### src/rtl/flappy_pkg.sv
// Shared playfield geometry defaults and checker FSM encoding for the flappy game.
package flappy_pkg;

    localparam int unsigned SCREEN_H_DEF  = 120;
    localparam int unsigned BIRD_X_DEF    = 40;
    localparam int unsigned BIRD_SIZE_DEF = 4;
    localparam int unsigned WALL_W_DEF    = 10;
    localparam int unsigned GAP_H_DEF     = 40;

    typedef enum logic [1:0] {
        StIdle   = 2'd0,
        StSnap   = 2'd1,
        StCheck  = 2'd2,
        StReport = 2'd3
    } state_e;

endpackage

### src/rtl/collision_detect_if.sv
// Frame-check request and result signals between game controller and collision checker.
interface collision_detect_if;

    logic       frame_tick;
    logic       enable;
    logic       clear;
    logic [6:0] bird_y;
    logic [7:0] wall_x;
    logic [6:0] gap_y;
    logic       collision;
    logic       collision_pulse;
    logic [7:0] score;
    logic       busy;
    logic       done;

    modport master (
        output frame_tick, enable, clear, bird_y, wall_x, gap_y,
        input  collision, collision_pulse, score, busy, done
    );

    modport slave (
        input  frame_tick, enable, clear, bird_y, wall_x, gap_y,
        output collision, collision_pulse, score, busy, done
    );

endinterface

### src/rtl/score_counter.sv
// Saturating walls-passed counter; a wall counts once until the wall wraps back to the right.
module score_counter (
    input  logic       clk,
    input  logic       resetn,
    input  logic       i_clear,
    input  logic       i_update,
    input  logic       i_hit,
    input  logic       i_hold,
    input  logic       i_wall_past,
    input  logic [7:0] i_wall_x,
    output logic [7:0] o_score
);

    logic [7:0] r_score;
    logic [7:0] r_prev_wall_x;
    logic       r_passed;

    logic w_wrap;
    logic w_passed_kept;
    logic w_inc;

    // A wall further right than last time is a fresh wall, so re-arm the passed flag.
    assign w_wrap        = i_wall_x > r_prev_wall_x;
    assign w_passed_kept = r_passed & ~w_wrap;
    assign w_inc         = i_wall_past & ~i_hit & ~w_passed_kept & ~i_hold;

    always_ff @(posedge clk) begin
        if (!resetn) begin
            r_score       <= 8'd0;
            r_prev_wall_x <= 8'd0;
            r_passed      <= 1'b0;
        end else if (i_clear) begin
            r_score  <= 8'd0;
            r_passed <= 1'b0;
        end else if (i_update) begin
            r_prev_wall_x <= i_wall_x;
            r_passed      <= w_passed_kept | w_inc;
            if (w_inc && (r_score != 8'hff)) begin
                r_score <= r_score + 8'd1;
            end
        end
    end

    assign o_score = r_score;

endmodule

### src/rtl/collision_detect.sv
// Per-frame bird/wall collision checker: snapshot, evaluate, report, with sticky hit and score.
module collision_detect
    import flappy_pkg::*;
#(
    parameter int unsigned SCREEN_H  = SCREEN_H_DEF,
    parameter int unsigned BIRD_X    = BIRD_X_DEF,
    parameter int unsigned BIRD_SIZE = BIRD_SIZE_DEF,
    parameter int unsigned WALL_W    = WALL_W_DEF,
    parameter int unsigned GAP_H     = GAP_H_DEF
) (
    input logic               clk,
    input logic               resetn,
    collision_detect_if.slave io_bus
);

    localparam logic [8:0] BirdLeft  = 9'(BIRD_X);
    localparam logic [8:0] BirdRight = 9'(BIRD_X + BIRD_SIZE - 1);
    localparam logic [8:0] WallSpan  = 9'(WALL_W - 1);
    localparam logic [7:0] BirdSpan  = 8'(BIRD_SIZE - 1);
    localparam logic [7:0] GapSpan   = 8'(GAP_H - 1);
    localparam logic [7:0] FloorRow  = 8'(SCREEN_H);

    state_e     r_state;
    logic [6:0] r_bird_y;
    logic [7:0] r_wall_x;
    logic [6:0] r_gap_y;
    logic       r_busy;
    logic       r_done;
    logic       r_collision;
    logic       r_collision_pulse;

    logic [8:0] w_wall_left;
    logic [8:0] w_wall_right;
    logic [7:0] w_bird_bot;
    logic [7:0] w_gap_bot;
    logic       w_x_overlap;
    logic       w_y_miss;
    logic       w_floor_hit;
    logic       w_hit;
    logic       w_wall_past;
    logic       w_update;
    logic [7:0] w_score;

    // Geometry works only on the snapshot, so input changes after SNAP have no effect.
    assign w_wall_left  = {1'b0, r_wall_x};
    assign w_wall_right = {1'b0, r_wall_x} + WallSpan;
    assign w_bird_bot   = {1'b0, r_bird_y} + BirdSpan;
    assign w_gap_bot    = {1'b0, r_gap_y} + GapSpan;

    assign w_x_overlap = (w_wall_left <= BirdRight) && (w_wall_right >= BirdLeft);
    assign w_y_miss    = ({1'b0, r_bird_y} < {1'b0, r_gap_y}) || (w_bird_bot > w_gap_bot);
    assign w_floor_hit = w_bird_bot >= FloorRow;
    assign w_hit       = (w_x_overlap && w_y_miss) || w_floor_hit;
    assign w_wall_past = w_wall_right < BirdLeft;
    assign w_update    = (r_state == StCheck);

    always_ff @(posedge clk) begin
        if (!resetn) begin
            r_state           <= StIdle;
            r_bird_y          <= 7'd0;
            r_wall_x          <= 8'd0;
            r_gap_y           <= 7'd0;
            r_busy            <= 1'b0;
            r_done            <= 1'b0;
            r_collision       <= 1'b0;
            r_collision_pulse <= 1'b0;
        end else begin
            r_done            <= 1'b0;
            r_collision_pulse <= 1'b0;
            if (io_bus.clear) begin
                r_state     <= StIdle;
                r_busy      <= 1'b0;
                r_collision <= 1'b0;
            end else begin
                unique case (r_state)
                    StIdle: begin
                        if (io_bus.frame_tick && io_bus.enable && !r_collision) begin
                            r_state <= StSnap;
                            r_busy  <= 1'b1;
                        end
                    end
                    StSnap: begin
                        r_bird_y <= io_bus.bird_y;
                        r_wall_x <= io_bus.wall_x;
                        r_gap_y  <= io_bus.gap_y;
                        r_state  <= StCheck;
                    end
                    // Result is registered on leaving CHECK so it is visible throughout REPORT.
                    StCheck: begin
                        r_state <= StReport;
                        r_done  <= 1'b1;
                        if (w_hit) begin
                            r_collision       <= 1'b1;
                            r_collision_pulse <= ~r_collision;
                        end
                    end
                    StReport: begin
                        r_state <= StIdle;
                        r_busy  <= 1'b0;
                    end
                endcase
            end
        end
    end

    score_counter u_score_counter (
        .clk        (clk),
        .resetn     (resetn),
        .i_clear    (io_bus.clear),
        .i_update   (w_update),
        .i_hit      (w_hit),
        .i_hold     (r_collision),
        .i_wall_past(w_wall_past),
        .i_wall_x   (r_wall_x),
        .o_score    (w_score)
    );

    assign io_bus.collision       = r_collision;
    assign io_bus.collision_pulse = r_collision_pulse;
    assign io_bus.score           = w_score;
    assign io_bus.busy            = r_busy;
    assign io_bus.done            = r_done;

endmodule

### src/flat_wrapper.sv
// flat-port wrapper written by rule: the top's interface ports become plain ports
module collision_detect_flat import flappy_pkg::*;
#(
    parameter int unsigned SCREEN_H  = SCREEN_H_DEF,
    parameter int unsigned BIRD_X    = BIRD_X_DEF,
    parameter int unsigned BIRD_SIZE = BIRD_SIZE_DEF,
    parameter int unsigned WALL_W    = WALL_W_DEF,
    parameter int unsigned GAP_H     = GAP_H_DEF
)
  (clk, resetn, io_bus_frame_tick, io_bus_enable, io_bus_clear, io_bus_bird_y, io_bus_wall_x, io_bus_gap_y, io_bus_collision, io_bus_collision_pulse, io_bus_score, io_bus_busy, io_bus_done);
  collision_detect_if io_bus_i ();
  input logic clk;
  input logic resetn;
  input wire logic [$bits(io_bus_i.frame_tick)-1:0] io_bus_frame_tick;
  input wire logic [$bits(io_bus_i.enable)-1:0] io_bus_enable;
  input wire logic [$bits(io_bus_i.clear)-1:0] io_bus_clear;
  input wire logic [$bits(io_bus_i.bird_y)-1:0] io_bus_bird_y;
  input wire logic [$bits(io_bus_i.wall_x)-1:0] io_bus_wall_x;
  input wire logic [$bits(io_bus_i.gap_y)-1:0] io_bus_gap_y;
  output wire logic [$bits(io_bus_i.collision)-1:0] io_bus_collision;
  output wire logic [$bits(io_bus_i.collision_pulse)-1:0] io_bus_collision_pulse;
  output wire logic [$bits(io_bus_i.score)-1:0] io_bus_score;
  output wire logic [$bits(io_bus_i.busy)-1:0] io_bus_busy;
  output wire logic [$bits(io_bus_i.done)-1:0] io_bus_done;
  assign io_bus_i.frame_tick = io_bus_frame_tick;
  assign io_bus_i.enable = io_bus_enable;
  assign io_bus_i.clear = io_bus_clear;
  assign io_bus_i.bird_y = io_bus_bird_y;
  assign io_bus_i.wall_x = io_bus_wall_x;
  assign io_bus_i.gap_y = io_bus_gap_y;
  assign io_bus_collision = io_bus_i.collision;
  assign io_bus_collision_pulse = io_bus_i.collision_pulse;
  assign io_bus_score = io_bus_i.score;
  assign io_bus_busy = io_bus_i.busy;
  assign io_bus_done = io_bus_i.done;
  collision_detect #(.SCREEN_H(SCREEN_H), .BIRD_X(BIRD_X), .BIRD_SIZE(BIRD_SIZE), .WALL_W(WALL_W), .GAP_H(GAP_H)) u_core (.clk(clk), .resetn(resetn), .io_bus(io_bus_i));
endmodule
### config.mk
export PLATFORM = sky130hd
export DESIGN_NAME = collision_detect_flat
export DESIGN_NICKNAME = d
export VERILOG_FILES = /design/src/rtl/flappy_pkg.sv /design/src/rtl/collision_detect_if.sv /design/src/rtl/score_counter.sv /design/src/rtl/collision_detect.sv /design/src/flat_wrapper.sv
export SDC_FILE = /design/constraint.sdc
export NUM_CORES = 1
export LEC_CHECK = 0
export CORE_MARGIN = 3
export CORE_UTILIZATION = 43
export DETAILED_ROUTE_END_ITERATION = 6
export PLACE_DENSITY = 0.71
export SETUP_SLACK_MARGIN = 0.2
export SYNTH_ARGS = -nofsm -noshare
export SYNTH_HDL_FRONTEND = slang
export SYNTH_HIERARCHICAL = 1
export SYNTH_SLANG_ARGS = --single-unit
### constraint.sdc
create_clock -name clk -period 8.8 [get_ports clk]
set_clock_uncertainty 0.05 [all_clocks]
set_input_delay 1.76 -clock clk [delete_from_list [all_inputs] [get_ports clk]]
set_output_delay 1.76 -clock clk [all_outputs]
set_load 0.1 [all_outputs]
# --- Word level (Yosys, flattened, before mapping) ---
# Cells that the tools add are included.
classes:
  addsub: 4
  magnitude_cmp: 7
  n_eq_ne: 5
  n_mux: 5
  bitwise_logic: 12
  n_reduce_logical: 17
op_table:
  columns: ["op", "n"]
  rows:
  - ["$gt A8 B8 Y1", 2]
  - ["$reduce_and A2 Y1", 5]
  - ["$add A8 B4 Y9 const B", 1]
  - ["$ge A9 B6 Y1 const B", 1]
  - ["$lt A9 B6 Y1 const B", 1]
  - ["$add A7 B2 Y8 const B", 1]
  - ["$add A7 B6 Y8 const B", 1]
  - ["$add A8 B1 Y8 const B", 1]
  - ["$ge A8 B7 Y1 const B", 1]
  - ["$le A8 B6 Y1 const B", 1]
  - ["$ne A8 B8 Y1 const B", 1]
  - ["$pmux W2 S4", 1]
  - ["$lt A7 B7 Y1", 1]
  - ["$not A1 Y1", 7]
  - ["$logic_and A1 B1 Y1", 5]
  - ["$and A1 B1 Y1", 4]
  - ["$eq A2 B2 Y1 const B", 2]
  - ["$reduce_or A4 Y1", 1]
  - ["$eq A2 B1 Y1 const B", 1]
  - ["$logic_not A2 Y1", 1]
  - ["$logic_or A1 B1 Y1", 2]
  - ["$mux W1", 2]
  - ["$mux W2", 1]
  - ["$ne A2 B1 Y1 const B", 1]
  - ["5 further kinds", 5]
totals:
  register_bits: 45
  in_bits: 27
  output_inout_bits: 12
  wordCells: 61

# --- Longest topological paths before layout ---
# Gate-level depths: netlist (run 1).
depth:
  depth_word: 11
  mapped_depth: 18
  mapped_depth_nobuf: 17

# --- Hierarchy ---
# Netlist (run 1), hierarchy kept.
modules_own_cells:
  columns: ["module", "n_inst", "cells_per_inst", "area_per_inst_um2", "seq_area_each_um2"]
  rows:
  - ["collision_detect", 1, 219, 1760.4, 560.5]
  - ["score_counter", 1, 113, 953.4, 340.3]

# --- Worst setup path before layout (run 1) ---
# OpenSTA, ideal clock, no wires.
synth_path:
  kind: "register to register"
  start: "register u_core.r_bird_y[0]"
  end: "register u_core.u_score_counter.r_score[6], in the netlist u_core/u_score_counter/o_score[6]"
  setup_ns: 0.115
  t_arrival_ns: 3.012
  t_required_ns: 8.635
  setup_slack_ns: 5.623
  path_stages_with_launch: 18
  path_buffers: 1
  period_less_slack_ns: 3.177
  cell_sequence: "dfxtp_1 -> inv_1 -> ha_1 -> nor3b_1 -> xor2_1 -> ha_1 -> a211o_1 -> o211ai_2 -> nand4_1 -> a21oi_1 -> o21bai_1 -> and4bb_1 -> o21ai_1 -> nor2_2 -> o31ai_2 -> buf_4 -> o31a_1 -> o21a_1"
synth_via:
  elab_chain_len: 11
  elab_cells_between_ends: 13
  cone_classes: "1 x add/sub; 3 x order compare; 4 x bitwise; 5 x reduce/logical"
synth_rtl:
  columns: ["item", "line", "source"]
  rows:
  - ["start: declaration", "collision_detect.sv:24", "logic [6:0] r_bird_y;"]
  - ["start signal: assignment", "collision_detect.sv:83", "r_bird_y <= io_bus.bird_y;"]
  - ["$add A7 B2 Y8", "collision_detect.sv:47", "assign w_bird_bot = {1'b0, r_bird_y} + BirdSpan;"]
  - ["$gt A8 B8 Y1", "collision_detect.sv:51", "assign w_y_miss = ({1'b0, r_bird_y} < {1'b0, r_gap_y}) || (w_bird_bot > w_gap_bot);"]
  - ["$logic_or A1 B1 Y1", "collision_detect.sv:51", null]
  - ["$logic_and A1 B1 Y1", "collision_detect.sv:53", "assign w_hit = (w_x_overlap && w_y_miss) || w_floor_hit;"]
  - ["$logic_or A1 B1 Y1 *", "collision_detect.sv:53", null]
  - ["net u_core.w_hit", "collision_detect.sv:39", "logic w_hit;"]
  - ["$not A1 Y1 (no source line) *", null, null]
  - ["$and A1 B1 Y1 * (3 in a row)", "score_counter.sv:25", "assign w_inc = i_wall_past & ~i_hit & ~w_passed_kept & ~i_hold;"]
  - ["$logic_and A1 B1 Y1 *", "score_counter.sv:38", "if (w_inc && (r_score != 8'hff)) begin"]
  - ["$reduce_and A2 Y1 (no source line) *", null, null]
  - ["end signal: assignment", "score_counter.sv:39", "r_score <= r_score + 8'd1;"]
  - ["end: declaration", "score_counter.sv:14", "logic [7:0] r_score;"]
# The timed path passes the listed nets; every way through them passes the cells marked *.
# A chain may end at the register's enable or synchronous reset.

# --- Final worst setup path (run 1) ---
layout_path:
  start: "register u_core.u_score_counter.r_score[2], in the netlist u_core/u_score_counter/o_score[2]"
  end: "output io_bus_score[2]"
layout_rtl:
  columns: ["item", "line", "source"]
  rows:
  - ["end: declaration", "flat_wrapper.sv:22", "output wire logic [$bits(io_bus_i.score)-1:0] io_bus_score;"]
# No word-level cell between the ends.

==> impl_results.md, run 1 <==
* Status: complete, no violations
* Starting Density at 45.0%
* CTS max path bufs at 2
* Delay-heaviest family, CP: buffers and inverters
* Reg2reg end: u_core/u_score_counter/o_score[5]
* Worst R2R Path Depth at 16
* Worst min-delay path class: reg -> reg
* Die ar. at 7300 um^2
* Syn Inst Count at 332
* Row cnt at 28
* Max-cap viol count at 0
* Int Pwr at 0.000302 W
* Post-synth ARST share at 0%
* Max incr delay on CP at 1.17 ns
* Vias at 2301
* CP Cell Sequence: clkdlybuf4s50_1
* Largest family of logic cells by synthesized area: simple AND/OR/NAND/NOR gates
* Total gr overflow at 0
* # setup viols final at 0
* Leak Pwr at 1.18 nW
* Worst-path clk slew at 0.08 ns
* Die Y at 85.4 um
* Multi-input logic area at 1670 um^2
* Startpoint types: flip-flop
* Root Driver: clkbuf_8
* P per Cell Area at 122 nW/um^2
* Reg area at 901 um^2
* Slowest CP cell: clkdlybuf4s50_1
* Logic pwr share at 12.2%
* Gp weighted congestion at 0.859
* Die Wd at 85.4 um
* DRC at 0
* Buffer and inverter count on the worst path at 1
* Seq pwr share at 52.8%
* # diodes at 0
* Final non-filler cell total at 444
* Clock Power Share at 35.0%
* Switching share of power at 24.0%
* Flops & latches, synth at 45
* Hold Path End: u_core/u_score_counter/r_passed
* Area grow syn2layout at 19.9%
* Vias in the first global route at 2131
* Routed len/inst at 12.2 um
* Synthesized area at 2710 um^2
* FILL cells at 608
* Post-DP HPWL at 4100 um
* Crit share post-route at 42.3%
* Setup_tns at 0 ns
* Worst-skew pair later-pin latency at 0.30 ns
* Worst Hold Depth at 2
* Crit Path Max Fanout at 7
* IO Port Bufs at 38
* Number of detailed-route iterations in the first pass at 6
* Cell variety after synth at 48
* Global Route Usage Sum at 15.7%
* Initial antenna violation count at 0
* Mux cell area share after synthesis at 0.369%
* Layout cell share with drive strength beyond 1 at 5.42%
* Syn Nets at 390
* Max Freq at 0.268 GHz
* Switching pwr at 0.0000955 W
* Core box area at 6030 um^2
* RSZ-0062 raised after global routing: no
* H-Tree Depth at 2
* Final hold vios at 0
* Worst R2R Start: u_core/r_bird_y[0]
* Sequential area share after synthesis at 33.2%
* Compound-cell area share of the yosys netlist at 19.5%
* Placed Instances at 436
* Post_cts resized at 0
* Post-synthesis xor/xnor area fraction at 3.55%
* First-pass GRT wire length at 9310 um
* CTS buffer count at 5
* Crit path DAT at 1.92 ns
* Prevailing post-synth register cell: dfxtp_1
* R2r setup slk at 5.18 ns
* Adder-cell share of the synthesized area at 14.3%
* Fin. max-slew vios at 0
* Simple-gate share of the synthesized area at 23.9%
* WP data required at 6.99 ns
* Largest net degree at the start of global routing at 34
* Post-CTS setup buffer count at 0
* CTS tree: built
* Crit Path Category: reg -> out
* Crit path capture type: output port
* Hold Startpoint: u_core/u_score_counter/r_passed
* Worst-margin pin slew at 1.01 ns
* Synthesized area per cell at 8.17 um^2
* Final ANT Viol Nets at 0
* Vias/cell at 5.18
* Final #Nets at 426
* Synth warnings at 6
* Clock Sinks at 45
* VDD IR max at 0.0000749 V
* Min cycle time layout at 3.73 ns
* I/O Pins at 39
* Worst path depth at 1
* Number of synthesized flops with an enable pin at 0
* Total Routed Length at 5400 um
* Cts hold-fix bufs at 0
* Max transition margin at 32.7%
* DR iter-0 viols at 69
* Final hold slack at 0.444 ns
-- area by class of cell --
| cell class | instances | area share, % |
|---|---|---|
| clock buffers | 7 | 2.96 |
| clock inverters | 1 | 0.154 |
| inverters | 26 | 3.00 |
| multi-input cells | 251 | 51.4 |
| flip-flops and latches | 45 | 27.7 |
| well taps | 75 | 2.88 |
| repair buffers | 39 | 11.9 |
-- cells in the mapped netlist, drive strengths merged (2+ instances only) --
library cell / count / share of area [%]
nand2: 57 / 7.9
xor2: 4 / 1.3
inv: 26 / 3.6
xnor2: 7 / 2.3
ha: 31 / 14
nor3: 5 / 0.92
a211oi: 2 / 0.74
or4: 3 / 0.83
a31oi: 3 / 1.2
a21boi: 22 / 6.1
and3: 2 / 0.46
nor2: 23 / 3.4
or3: 2 / 0.46
nand3: 8 / 1.5
nand2b: 4 / 0.92
o211ai: 5 / 1.8
dfxtp: 45 / 33
o21ai: 10 / 1.8
nor4: 2 / 1.0
a21oi: 24 / 4.6
buf: 2 / 0.46
clkbuf: 8 / 1.1
nor2b: 14 / 3.5
nand4: 6 / 1.4
o31ai: 4 / 1.3
-- worst reg2reg max path: cells and delay by family, from the launching register on --
family | cells | cell delay, ns
adders and majority gates | 2 | 0.51
xor gates and xnor gates | 1 | 0.11
and+or+nand+nor | 5 | 1.32
DFF | 1 | 0.45
AOI/OAI and AO/OA | 7 | 1.03
buffers and inverters | 1 | 0.10
-- logic make-up after synthesis --
kind of cell / after synthesis
adders and majority gates: 31
and+or+nand+nor: 131
buffers and inverters: 36
DFF: 45
muxes: 1
xor gates and xnor gates: 11
AOI/OAI and AO/OA: 77
-- metrics by stage --
stage	worst slack (ns)	cell area [um^2]	utilization (%)	total power, W
after floorplan	5.62	2710	-	0.000243
after global placement	4.78	3150	52.3	0.000262
after detailed placement	4.73	3150	52.3	0.000263
after CTS	5.05	3250	54.0	0.000403
after global routing	4.81	3250	54.0	0.000417
final	5.07	3250	54.0	0.000398
-- power groups by stage --
stage	Combinational (W)	Sequential (W)	Clock (W)
2_1_floorplan	0.0000279	0.000215	0
3_3_place_gp	0.0000475	0.000215	0
3_5_place_dp	0.0000485	0.000215	0
4_1_cts	0.0000488	0.000210	0.000144
5_1_grt	0.0000542	0.000211	0.000152
6_report	0.0000483	0.000210	0.000139
-- metal layers --
metal | vias up | wire length, um | track usage (%)
met3 | 7 | 237 | 3.40
met1 | 1035 | 2560 | 18.9
met4 | 0 | 76 | 5.61
met5 | - | 0 | 0
met2 | 46 | 2530 | 27.5
li1 | 1213 | - | -
-- cell usage in the layout (no fill, tap or decap), types with 2 or more instances in the layout --
cell and count:
nand2_1 57, dfxtp_1 45, clkdlybuf4s50_1 38, ha_1 31
inv_1 26, a21oi_1 23, a21boi_0 22, nor2_1 21
nor2b_1 13, o21ai_0 9, nand3_1 8, clkbuf_8 7
xnor2_1 7, nand4_1 6, nor3_1 5, xor2_1 4
nand2b_1 4, o211ai_1 3, o31ai_1 3, or4_1 3
nor2_2 2, and3_1 2, o211ai_2 2, a31oi_2 2
or3_1 2
-- flip-flops by register name (all words and copies together) (netlist names) --
register                              cells
u_core/io_bus.busy                        1
u_core/r_bird_y                           7
u_core/u_score_counter/r_passed           1
u_core/r_gap_y                            7
u_core/r_state                            2
u_core/io_bus.done                        1
u_core/u_score_counter/r_prev_wall_x      8
u_core/io_bus.collision                   1
u_core/u_score_counter/o_score            8
u_core/io_bus.collision_pulse             1
u_core/r_wall_x                           8
-- how the worst max path moves through the flow --
stage | start | end | slack, ns
after floorplan | u_core/r_bird_y[0] | u_core/u_score_counter/o_score[6] | 5.62
after global placement | resetn | u_core/u_score_counter/o_score[3] | 4.78
after detailed placement | resetn | u_core/u_score_counter/o_score[3] | 4.73
after CTS | resetn | u_core/u_score_counter/o_score[3] | 5.05
after global routing | u_core/r_bird_y[0] | u_core/u_score_counter/o_score[5] | 4.81
final | u_core/u_score_counter/o_score[2] | io_bus_score[2] | 5.07
No activity file was read; power rests on OpenSTA's default activity.
==> inputs of run 2 (changes only) <==
PLACE_DENSITY = 0.74   (was 0.71)
clock period = 3.2 ns   (was 8.8 ns; I/O delays follow)
==> run 2 against run 1 <==
  * The run now ends with negative setup slack left
  * Total power rose to 2.8 times the previous value
  * Clock power rose to 2.6 times the previous value
  * Routed wire length rose by 18%
  * Count of clock-buffer cells in the layout did not move
  * Non-clock buffer count rose by 31
  * Die area did not move
  * Largest power group unchanged
  * Cell area rose by 10%
==> impl_results.md, run 2 (synthesis gave the netlist of run 1 again) <==
* Status: finished, violations left
* Failing checks: negative setup slack
* Crit share post-route at 103%
* Fin util at 59.5%
* # setup viols final at 6
* DRC at 0
* CTS max path bufs at 2
* Setup WS post-layout at -0.0810 ns
* Initial antenna violation count at 0
* Buffer and inverter count on the worst path at 0
* Crit path DAT at 3.46 ns
* Global Route Usage Sum at 17.6%
* CTS buffer count at 5
* Row cnt at 28
* Die ar. at 7300 um^2
* Worst-margin pin slew at 0.826 ns
* Commonest non-fill, non-tap cell in the layout: nand2_1
* Core box area at 6030 um^2
* Worst-path clk slew at 0.08 ns
* CP Cell Sequence: nor3_4, nor3_4, xnor2_1, ha_1, a211o_1, o211ai_2, nand4_1, a21oi_2, o21bai_1, and4bb_1, o21ai_2, nor2_2, o31ai_4, or4_1, a21oi_1
* Crit Path Category: reg -> reg
* DR iter-0 viols at 72
* Slowest CP cell: or4_1
* Vias/cell at 5.22
* IO Port Bufs at 38
* Largest net degree at the start of global routing at 25
* First-pass GRT wire length at 10600 um
* Multi-input logic area at 1790 um^2
* Area grow syn2layout at 32.1%
* Die Wd at 85.4 um
* CTS tree: built
* Reg area at 921 um^2
* Final hold vios at 0
* I/O Pins at 39
* Fin. max-slew vios at 0
* Delay-heaviest family, CP: simple AND/OR/NAND/NOR gates
* Final ANT Viol Nets at 0
* Setup_tns at -0.233 ns
* Starting Density at 45.0%
* Routed len/inst at 13.4 um
* Crit Path Max Fanout at 5
* Clock Sinks at 45
* P per Cell Area at 311 nW/um^2
* Leak Pwr at 1.38 nW
* Most frequent cells in the layout: nand2_1, buf_4, dfxtp_1
* Vias in the first global route at 2449
* WP data required at 3.38 ns
* Crit path top cell by count: nor3_4
* Max Freq at 0.305 GHz
* H-Tree Depth at 2
* # diodes at 0
* Max transition margin at 44.4%
* FILL cells at 538
* Crit path capture type: flip-flop
* Max-cap viol count at 0
* Min cycle time layout at 3.28 ns
* Total gr overflow at 0
* Die Y at 85.4 um
* Layout cell share with drive strength beyond 1 at 21.5%
* Cts hold-fix bufs at 0
* Worst-skew pair later-pin latency at 0.30 ns
* VDD IR max at 0.000157 V
* Worst min-delay path class: reg -> reg
* Vias at 2481
* Root Driver: clkbuf_8
* Max incr delay on CP at 0.52 ns
* Gp weighted congestion at 0.824
* RSZ-0062 raised after global routing: yes
* Final #Nets at 458
* Total Power at 0.00112 W
* Total Routed Length at 6380 um
* Number of detailed-route iterations in the first pass at 4
* Post-DP HPWL at 4540 um
* Startpoint types: flip-flop
-- run 2: cell types whose count changed in the layout (fill, tap and decap cells not counted), sizes merged --
cell and delta:
clkdlybuf4s50 -12, clkinv -1, buf +43, o31ai +1
-- run 2: metrics by stage --
| stage | setup slack, ns | area, um^2 | hold slack [ns] | instances |
|---|---|---|---|---|
| 2_1_floorplan | 0.202 | 2790 | 0.403 | 332 |
| 3_3_place_gp | 0.0400 | 3260 | 0.421 | 446 |
| 3_5_place_dp | -0.0164 | 3260 | 0.428 | 446 |
| 4_1_cts | 0.0318 | 3510 | 0.439 | 469 |
| 5_1_grt | -0.285 | 3590 | 0.460 | 475 |
| 6_report | -0.0810 | 3590 | 0.438 | 475 |
-- run 2: final timing paths --
check                                  startpoint                                end  slack, ns  cells past startpoint
worst max-delay path            u_core/r_gap_y[0]  u_core/u_score_counter/o_score[5]      -0.08                     15
worst min-delay path            u_core/r_gap_y[6]                  u_core/r_gap_y[6]       0.44                      2
worst max register to register  u_core/r_gap_y[0]  u_core/u_score_counter/o_score[5]      -0.08                     15
worst min register to register  u_core/r_gap_y[6]                  u_core/r_gap_y[6]       0.44                      2
-- run 2: routing by layer --
| layer | vias up | track usage [%] | wire length [um] | part of all wire, % |
|---|---|---|---|---|
| met5 | - | 0 | 0 | 0 |
| met4 | 0 | 6.47 | 116 | 1.8 |
| met3 | 12 | 3.59 | 259 | 4.1 |
| met2 | 49 | 30.9 | 3250 | 51 |
| met1 | 1139 | 21.1 | 2750 | 43 |
| li1 | 1281 | - | - | - |
-- run 2: timing repair --
| action | CTS | global route |
|---|---|---|
| pin swaps | 6 | 5 |
| endpoints found under the setup margin | 8 | 10 |
| gates resized for setup | 10 | 10 |
| setup buffers | 15 | 6 |
| gates cloned | 1 | 0 |
-- run 2: cell type report --
cell class	instances	area share, %
Multi-Input combinational cell	252	49.8
Tap cell	75	2.62
Sequential cell	45	25.7
Timing Repair Buffer	70	16.6
Inverter	26	2.93
Clock buffer	7	2.41
-- run 2: power breakdown --
group,internal (W),switching [W]
sequential,0.000565,0.00000934
combinational,0.0000997,0.0000844
clock,0.000172,0.000186
-- run 2: worst register-to-register path, delay by kind of cell, from the launching register on --
family	cells	cell delay, ns
flip-flops	1	0.37
adder cells (fa/ha/maj)	1	0.30
AO/OA/AOI/OAI	7	0.94
XOR/XNOR	1	0.13
AND/OR/NAND/NOR	6	1.43
